===== src/rtl/slow_tick_bcd_counter.sv =====
// Multi-digit BCD up/down event counter stepped by rising edges of a slow
// divided level, which is sampled as data in the single clk domain.
module slow_tick_bcd_counter #(
  parameter int DIGITS = 4,
  parameter int W      = 4 * DIGITS
) (
  input  logic         clk,
  input  logic         reset,
  input  logic         enable,
  input  logic         dividedClk,
  input  logic         up,
  input  logic         load,
  input  logic [W-1:0] loadValue,
  output logic [W-1:0] bcd,
  output logic         tick,
  output logic         wrap
);

  logic         prev;
  logic         rise;
  logic [W-1:0] count_next;
  logic         count_wrap;
  logic [W-1:0] load_clean;
  logic [3:0]   digit;
  logic         chain;

  // prev tracks the input even in reset so a high level after reset is not an edge
  always_ff @(posedge clk) begin
    prev <= dividedClk;
  end

  assign rise = dividedClk & ~prev;

  always_comb begin
    count_next = bcd;
    chain      = 1'b1;
    digit      = 4'd0;
    for (int i = 0; i < DIGITS; i++) begin
      digit = bcd[4*i +: 4];
      if (chain) begin
        if (up) begin
          if (digit >= 4'd9) begin
            count_next[4*i +: 4] = 4'd0;
          end else begin
            count_next[4*i +: 4] = digit + 4'd1;
            chain                = 1'b0;
          end
        end else begin
          if (digit == 4'd0) begin
            count_next[4*i +: 4] = 4'd9;
          end else begin
            count_next[4*i +: 4] = digit - 4'd1;
            chain                = 1'b0;
          end
        end
      end
    end
    // carry/borrow out of the top digit means every digit rolled over
    count_wrap = chain;
  end

  always_comb begin
    load_clean = loadValue;
    for (int i = 0; i < DIGITS; i++) begin
      if (loadValue[4*i +: 4] > 4'd9) begin
        load_clean[4*i +: 4] = 4'd9;
      end
    end
  end

  always_ff @(posedge clk) begin
    if (reset) begin
      bcd  <= '0;
      tick <= 1'b0;
      wrap <= 1'b0;
    end else if (load) begin
      bcd  <= load_clean;
      tick <= 1'b0;
      wrap <= 1'b0;
    end else if (rise && enable) begin
      bcd  <= count_next;
      tick <= 1'b1;
      wrap <= count_wrap;
    end else begin
      tick <= 1'b0;
      wrap <= 1'b0;
    end
  end

endmodule


===== config.mk =====
export PLATFORM = sky130hd
export DESIGN_NAME = slow_tick_bcd_counter
export DESIGN_NICKNAME = d
export VERILOG_FILES = /design/src/rtl/slow_tick_bcd_counter.sv
export SDC_FILE = /design/constraint.sdc
export NUM_CORES = 1
export LEC_CHECK = 0
export CORE_UTILIZATION = 24
export CTS_BUF_LIST = sky130_fd_sc_hd__clkbuf_8
export DETAILED_ROUTE_END_ITERATION = 8
export GPL_ROUTABILITY_DRIVEN = 0
export PLACE_DENSITY_LB_ADDON = 0.3
export SYNTH_ARGS = -nofsm -noshare
export SYNTH_HDL_FRONTEND = slang
export SYNTH_SLANG_ARGS = --single-unit

===== constraint.sdc =====
create_clock -name clk -period 5.1 [get_ports clk]
set_input_delay 1.02 -clock clk [delete_from_list [all_inputs] [get_ports clk]]
set_output_delay 1.02 -clock clk [all_outputs]
set_load 0.02 [all_outputs]

==> results.yml <==
outcome:
  status: "complete, no violations"
critical_path:
  start_kind: "input pin"
  r2r-start: "bcd[0]"
  critPathKind: "in -> reg"
  crit_path_max_fanout: 19
  endpoint_kind: "flop"
  cp.required_ps: 5270
  crit_start: "up"
  r2r_cells: 7
  arrival_ps: 3320
  r2r_setup_slack_ps: 2730
clock_network:
  clk_pin_slew_ps: 80
  ctsHoldBuffers: 0
  clock_latency_ps: 260
  cts_tree: "done"
  htree_levels: 1
  clock_sinks: 19
  numCtsBuffers: 3
  clockRootBuffer: "clkbuf_8"
  clock_path_buffers: 2
  cts_resized: 0
  cts_setup_buffers: 0
synthesis:
  async_reset_ff_frac: 0
  synthCells: 239
  synth_seq_area_share: 0.204
  synthAdderAreaFrac: 0.0873
  synth_area_um2: 1860
  muxShareOfSynthArea: 0.00604
  syn_nets: 274
  synth_compound_area_frac: 0.362
  synthTopCellsByArea: "dfxtp_1, ha_1, a21oi_1, nor2_1, nand3b_1"
  syn_area_per_cell_um2: 7.80
  netlist.area_leader.share: 0.204
  yosysWarnings: 0
  synth-simple-area-share: 0.257
  yosys.area.top_type: "dfxtp_1"
  yosys.area_share.xor_xnor: 0.00470
  yosysUniqueCellTypes: 56
  synth-seq-cells: 19
  synth_edf_count: 0
  synth_top_family_by_area: "compound AO/OA/AOI/OAI gates"
  synth-main-ff-cell: "dfxtp_1"
global_route:
  overflow: 0
  grtUsageTotal: 0.122
  grt_max_degree: 27
  antenna_found_initial: 0
  grt_pass1_wl_um: 8490
  grt_pass1_vias: 1763
detailed_routing:
  drtAntennaViolNets: 0
  routed_via_density: 5.06
  dr_total_vias: 1848
  drt_iter0_markers: 102
  drc: 0
  routedWlPerCell_um: 13.4
  drt_pass1_iterations: 4
  drt-total-wl_um: 4910
power_and_ir_drop:
  pwr_density_cell_nw_per_um2: 197
  vdd_drop_max_v: 0.0000762
  power.leakage_nw: 0.818
floorplan:
  die-area_um2: 8120
  die_width_um: 90.1
  rows: 31
  die_height_um: 90.1
  core-area_um2: 7370
  num_io_pins: 40
  initial_core_util: 0.253
sta:
  finClkSkew_ps: 10.1
  max_freq_mhz: 317
  maxSlewViolCount: 0
  period_share: 0.619
  tns_ps: 0
  fin_crit_ps: 3160
  hold_viol_final: 0
  setup_violations: 0
  rsz0062_at_grt: "no"
  tightest_slew_ps: 825
  slew_headroom: 0.448
run:
  drv_cap: 0
cells_and_area:
  nFillCells: 820
  multi_input_area_um2: 1340
  layoutNonFillerInstCount: 365
  register_area_um2: 380
  drive_above_1_share: 0.0714
  area_growth_pct: 26.6
  diodes: 0
  fin_nets: 302
min_path:
  hold_depth: 2
  hold_class: "reg -> reg"
  hold_start: "bcd[9]"
placement:
  place_hpwl_um: 3550
  portBuffers: 39
  placedCellCount: 361
==> metal layers <==
layer	wire, µm	track usage
met1	2480	0.168
met2	2260	0.201
met3	137	0.0161
met4	29	0.0282
met5	0	0
==> synth_stat cells (all sizes together) (2+ instances only) <==
cell	number
a2111oi	2
a211o	2
a211oi	9
a21oi	25
a221oi	2
a311oi	7
a31o	2
a31oi	7
and3b	2
buf	11
clkbuf	7
dfxtp	19
ha	13
inv	18
nand2	14
nand2b	4
nand3	2
nand3b	9
nor2	21
nor2b	5
nor3	4
nor4	2
nor4b	4
nor4bb	2
o2111ai	2
o211ai	3
o21ai	12
o21bai	2
o22ai	2
o31ai	3
o41ai	2
or3	3
or3b	5
==> kinds of logic (layout without fill, tap and decap cells) <==
kind of cell,after synthesis,after routing
compound gates,88,88
xor+xnor,1,1
fa+ha+maj,13,13
buf+inv,36,63
flops,19,19
mux,1,1
simple gates,81,81
==> through the flow <==
step / utilization / setup WS (ps) / hold WS (ps) / power [mW] / area, µm²
global route: 0.320 / 1780 / 590 / 0.496 / 2360
finish: 0.320 / 1940 / 557 / 0.465 / 2360
global placement: 0.314 / 1710 / 543 / 0.358 / 2310
detailed placement: 0.314 / 1660 / 552 / 0.359 / 2310
floorplan: - / 2760 / 575 / 0.299 / 1860
CTS: 0.320 / 1930 / 562 / 0.469 / 2360
==> worst max-delay path, stage by stage <==
cell             delay (ps)
clkdlybuf4s50_1         900
buf_4                   350
nor4b_2                  80
a31o_4                  270
nand2_1                 130
mux2_1                  340
a221oi_1                220
==> layout by cell type (no fill, tap or decap), types with 3 or more instances in the layout <==
master / count
a21oi_1: 24
o21ai_0: 11
o211ai_1: 3
nor2b_1: 5
dfxtp_1: 19
a211oi_1: 8
inv_1: 17
nor4b_1: 3
o31ai_1: 3
nand2_1: 14
nor3_1: 4
nand2b_1: 4
a31oi_1: 6
a311oi_1: 7
or3b_1: 4
or3_1: 3
nor2_1: 21
nand3b_1: 9
clkdlybuf4s50_1: 39
clkbuf_8: 3
ha_1: 13
==> flip-flops by register name (all words and copies together), names as in the netlist <==
signal	cells
prev	1
wrap	1
bcd	16
tick	1
==> where the power goes <==
group	internal [mW]	leakage, nW	switching [mW]	total (mW)
registers	0.158	0.157	0.0229	0.181
logic	0.0840	0.635	0.0901	0.174
clock network	0.0544	0.0255	0.0554	0.110
total	0.296	0.818	0.168	0.465
==> path summary, 6_finish.rpt <==
check | to
max reg2reg | bcd[4]
max | bcd[4]
min reg2reg | bcd[9]
min | bcd[9]
==> final cells by class <==
cell class | instances | area share
clock buffer | 3 | 0.0175
clock inverter | 1 | 0.00212
inverter | 18 | 0.0286
multi-input combinational | 184 | 0.566
sequential | 19 | 0.161
tap | 99 | 0.0525
timing repair buffer | 41 | 0.172
No activity file was read; power rests on OpenSTA's default activity.
